**src/rtl/fifo_pkg.sv**
```systemverilog
// Shared constants for the upstream fifo and its reader: default geometry and output-buffer state encoding.
// No logic and no latency.
// Backpressure: not applicable.
package fifo_pkg;

    localparam int DEFAULT_BUFFER_SIZE = 8;
    localparam int DEFAULT_ITEM_SIZE   = 8;

    // The state encoding doubles as the buffer occupancy.
    localparam logic [1:0] BUF_EMPTY = 2'd0;
    localparam logic [1:0] BUF_ONE   = 2'd1;
    localparam logic [1:0] BUF_TWO   = 2'd2;

endpackage

```
**src/rtl/skid_buffer.sv**
```systemverilog
// Two-entry registered output buffer with a valid/ready output.
// Latency: a captured item is visible on out_dat in the cycle after capture.
// Backpressure: the buffer holds up to two items while out_rdy is low; the producer must honour occ.
module skid_buffer
    import fifo_pkg::*;
#(
    parameter int ITEM_SIZE = DEFAULT_ITEM_SIZE
) (
    input  logic                 clk,
    input  logic                 rst,
    input  logic                 in_vld,
    input  logic [ITEM_SIZE-1:0] in_dat,
    input  logic                 out_rdy,
    output logic                 out_vld,
    output logic [ITEM_SIZE-1:0] out_dat,
    output logic [1:0]           occ
);

    logic [1:0]           state;
    logic [ITEM_SIZE-1:0] head;
    logic [ITEM_SIZE-1:0] tail;
    logic                 hs;

    assign out_vld = (state != BUF_EMPTY);
    assign out_dat = head;
    assign occ     = state;
    assign hs      = out_vld && out_rdy;

    always_ff @(posedge clk or negedge rst) begin
        if (!rst) begin
            state <= BUF_EMPTY;
            head  <= '0;
            tail  <= '0;
        end else begin
            case (state)
                BUF_EMPTY: begin
                    if (in_vld) begin
                        head  <= in_dat;
                        state <= BUF_ONE;
                    end
                end
                BUF_ONE: begin
                    if (in_vld && hs) begin
                        head <= in_dat;
                    end else if (in_vld) begin
                        tail  <= in_dat;
                        state <= BUF_TWO;
                    end else if (hs) begin
                        state <= BUF_EMPTY;
                    end
                end
                BUF_TWO: begin
                    // No capture can arrive here: the reader's credit check blocks the pop that would cause it.
                    if (hs) begin
                        head  <= tail;
                        state <= BUF_ONE;
                    end
                end
                default: state <= BUF_EMPTY;
            endcase
        end
    end

endmodule

```
**src/rtl/fifo_reader.sv**
```systemverilog
// Drains an upstream fifo into a registered valid/ready stream while tracking the fifo's occupancy.
// Latency: m_valid rises 2 cycles after fifo_read_en; steady-state throughput is one item per cycle.
// Backpressure: pops are credit-limited, so in-flight plus buffered items never exceed two.
module fifo_reader
    import fifo_pkg::*;
#(
    parameter int BUFFER_SIZE = DEFAULT_BUFFER_SIZE,
    parameter int ITEM_SIZE   = DEFAULT_ITEM_SIZE
) (
    input  logic                                 clk,
    input  logic                                 rst,
    input  logic                                 wr_seen,
    output logic                                 fifo_read_en,
    input  logic [ITEM_SIZE-1:0]                 fifo_data,
    output logic                                 m_valid,
    input  logic                                 m_ready,
    output logic [ITEM_SIZE-1:0]                 m_data,
    output logic [$clog2(BUFFER_SIZE+1)-1:0]     count,
    output logic                                 empty,
    output logic                                 full
);

    localparam int CW = $clog2(BUFFER_SIZE + 1);

    logic       inflight;
    logic       wr_acc;
    logic       hs;
    logic [1:0] occ;
    logic [2:0] credit_used;

    assign empty  = (count == '0);
    assign full   = (count == CW'(BUFFER_SIZE));
    // The full check uses the pre-edge count, so a write is dropped on a full fifo even when a pop occurs in the same cycle.
    assign wr_acc = wr_seen && !full;
    assign hs     = m_valid && m_ready;

    assign credit_used  = {2'b00, inflight} + {1'b0, occ} - {2'b00, hs};
    assign fifo_read_en = !empty && (credit_used < 3'd2);

    always_ff @(posedge clk or negedge rst) begin
        if (!rst) begin
            count    <= '0;
            inflight <= 1'b0;
        end else begin
            inflight <= fifo_read_en;
            if (wr_acc && !fifo_read_en)      count <= count + 1'b1;
            else if (!wr_acc && fifo_read_en) count <= count - 1'b1;
        end
    end

    skid_buffer #(
        .ITEM_SIZE (ITEM_SIZE)
    ) u_skid (
        .clk     (clk),
        .rst     (rst),
        .in_vld  (inflight),
        .in_dat  (fifo_data),
        .out_rdy (m_ready),
        .out_vld (m_valid),
        .out_dat (m_data),
        .occ     (occ)
    );

endmodule

```
**config.mk**
```make
export PLATFORM = sky130hd
export DESIGN_NAME = fifo_reader
export DESIGN_NICKNAME = d
export VERILOG_FILES = /design/src/rtl/fifo_pkg.sv /design/src/rtl/skid_buffer.sv /design/src/rtl/fifo_reader.sv
export SDC_FILE = /design/constraint.sdc
export NUM_CORES = 1
export LEC_CHECK = 0
export BUFFER_PORTS_ARGS = -buffer_cell sky130_fd_sc_hd__buf_2
export CORE_MARGIN = 2
export CORE_UTILIZATION = 56
export DETAILED_ROUTE_END_ITERATION = 6
export MAX_ROUTING_LAYER = met4
export PLACE_DENSITY = 0.82
export SLEW_MARGIN = 5
export SYNTH_ARGS = -nofsm -noshare
export SYNTH_HDL_FRONTEND = slang
export SYNTH_SLANG_ARGS = --single-unit
```
**constraint.sdc**
```tcl
create_clock -name clk -period 6.1 [get_ports clk]
set_input_delay 0.61 -clock clk [delete_from_list [all_inputs] [get_ports clk]]
set_output_delay 0.61 -clock clk [all_outputs]
set_load 0.1 [all_outputs]
```
==> results.ini <==
[clocking]
path_clk_slew_ns = 0.12
cts.sinks = 23
postCtsSetupBuffers = 0
clk_path_buf_depth = 2
cts_tree = done
cts_hold_buffers = 0
cts_root_buffer = clkbuf_4
cts-buffers-inserted = 3
htree_levels = 1
cts_resized = 0
clk_latency_ns = 0.30

[critical_path]
cp-end-kind = flip-flop
worstReg2RegEnd = count[3]$_DFFE_PN0P_
cp_slowest_cell = nor2b_1
r2r_start = u_skid.occ[1]$_DFFE_PN0P_
crit_arrival_ns = 4.01
r2r_slack_ns = 2.28
worstSetupPathType = reg -> reg
cp.required_ns = 6.30
crit_chain = nor2b_1 -> and2_1 -> o21ai_0 -> fa_1 -> xnor2_1 -> nand3_1 -> ha_1 -> inv_1 -> ha_1 -> or4_1 -> o211ai_1 -> o211ai_1
critPathLaunchType = flip-flop
cp_max_fo = 10
reg2regPathDepth = 12
slowest_delay_ns = 0.68

[routing]
route.detailed.drc = 0
vias = 818
ant_nets = 0
wl_per_cell_um = 14.1
drt-initial-drc-count = 10
drt_pass1_iterations = 4
wl_um = 2120
vias_per_cell = 5.45

[sta]
whs_ns = 0.253
setup_tns_ns = 0
maxSlewViolCount = 0
finalCritPeriodShare_pct = 62.6
period_minus_slack_ns = 3.82
hold_viol_final = 0
fmaxAchievable_ghz = 0.262
skew_ns = 0.00242
slew_headroom_pct = 47.8
rsz0062_at_grt = no
worst_pin_slew_ns = 0.782
setup_viol = 0

[placed_design]
port_buffers = 27
place.gp.congestion = 0.764
hpwl_um = 1590

[global_route]
grt_pass1_vias = 806
grt_max_degree = 24
gr-usage-all-layers_pct = 19.5
grt_antenna_before_repair = 0
grt_overflow_total = 0
grt_pass1_wl_um = 3570

[finish]
antenna_cells = 0
layout-drive-gt1-share_pct = 47.2
layout.nets = 141
syn_to_final_growth_pct = 14.8

[die]
die_height_um = 50.7
core_area_sq_mm = 0.00200
io_pins = 28
start_util_pct = 60.9
die_w_um = 50.7
num_rows = 16
die-area_sq_mm = 0.00257

[synth]
synth_warnings = 0
yosys.area.top_type = dfrtp_1
ys_seq_elements = 23
synth.cell_area_sq_mm = 0.00122
synthTopCellsByCount = mux2_2, dfrtp_1, nor2b_1
post-synth-top-count-cell = mux2_2
syn_nets = 112
ys_seq_area_share_pct = 47.2
synth.top_cell.area_share_pct = 47.2
syn_inst = 95
synthTopCellsByArea = dfrtp_1, mux2_2, fa_1
async_reset_ff_share_pct = 100
ys.flop_type = dfrtp_1
synth_edf_count = 0
syn_avg_cell_area_sq_um = 12.8
synth.distinct_cells = 28

[job]
cap_violations = 0

[outcome]
status = complete, no violations

[min_path]
hold_path.class = in -> async

==> kinds of logic (layout without fill, tap and decap cells) <==
family | after synthesis | count (layout) | share of synthesized area (%)
buffers and inverters | 5 | 33 | 1.95
xor gates and xnor gates | 3 | 3 | 2.15
AOI/OAI and AO/OA | 10 | 10 | 6.97
DFF | 23 | 23 | 47.2
adders and majority gates | 5 | 5 | 6.36
and+or+nand+nor | 21 | 21 | 9.85
muxes | 28 | 28 | 25.5
==> worst max-delay path, delay by kind of cell (launching register included) <==
family | cells | cell delay [ns]
and+or+nand+nor | 4 | 1.57
adders and majority gates | 3 | 0.98
xor gates and xnor gates | 1 | 0.18
DFF | 1 | 0.51
AOI/OAI and AO/OA | 3 | 0.33
buffers and inverters | 1 | 0.16
==> metrics by stage <==
step	utilization [%]	worst slack, ns	std cells	instance area, sq um
2_1_floorplan	-	2.57	95	1220
3_5_place_dp	68.6	2.32	146	1370
3_3_place_gp	68.6	2.45	146	1370
6_report	69.9	2.28	150	1400
4_1_cts	69.9	2.31	150	1400
5_1_grt	69.9	2.02	150	1400
==> layout by cell type, fill, tap and decap left out <==
| cell | n |
|---|---|
| a2111o_1 | 1 |
| a21oi_1 | 3 |
| and2_1 | 3 |
| and3_1 | 1 |
| buf_2 | 27 |
| clkbuf_4 | 3 |
| clkinv_2 | 1 |
| dfrtp_1 | 23 |
| fa_1 | 2 |
| ha_1 | 3 |
| inv_1 | 2 |
| mux2_2 | 25 |
| mux2i_1 | 3 |
| nand2_1 | 2 |
| nand2b_1 | 1 |
| nand3_1 | 3 |
| nand3b_1 | 1 |
| nor2_1 | 1 |
| nor2b_1 | 4 |
| nor3_1 | 2 |
| o211ai_1 | 2 |
| o21ai_0 | 2 |
| o22ai_1 | 1 |
| o2bb2ai_4 | 1 |
| or2_2 | 1 |
| or3_1 | 1 |
| or4_1 | 1 |
| xnor2_1 | 3 |
==> worst max path at each step <==
stage	start	to
floorplan	count[0]$_DFFE_PN0P_	count[3]$_DFFE_PN0P_
global placement	u_skid.occ[1]$_DFFE_PN0P_	count[3]$_DFFE_PN0P_
detailed placement	u_skid.occ[1]$_DFFE_PN0P_	count[3]$_DFFE_PN0P_
CTS	u_skid.occ[1]$_DFFE_PN0P_	count[3]$_DFFE_PN0P_
global route	u_skid.occ[1]$_DFFE_PN0P_	count[3]$_DFFE_PN0P_
finish	u_skid.occ[1]$_DFFE_PN0P_	count[3]$_DFFE_PN0P_
==> registers in the layout (all words and copies together), names as in the netlist <==
| name | cells |
|---|---|
| inflight | 1 |
| u_skid.tail | 8 |
| u_skid.occ | 2 |
| count | 4 |
| u_skid.out_dat | 8 |
==> metal layers <==
| metal | track usage (%) | up-vias | part of all wire [%] |
|---|---|---|---|
| met2 | 30.3 | 18 | 47 |
| met1 | 25.6 | 399 | 48 |
| li1 | - | 399 | - |
| met4 | 6.76 | 0 | 0.52 |
| met3 | 4.17 | 2 | 4.6 |
| met5 | - | - | 0 |
==> final cells by class <==
| class | count | area, sq um |
|---|---|---|
| clock buffer | 3 | 22.5 |
| clock inverter | 1 | 5.00 |
| fill | 150 | 602 |
| inverter | 2 | 7.51 |
| multi-input combinational | 67 | 621 |
| sequential | 23 | 576 |
| tap | 27 | 33.8 |
| timing repair buffer | 27 | 135 |
Power is left out: the tool's default activity adds up to more than one toggle a clock period on the data nets, which glitch-free logic cannot reach.
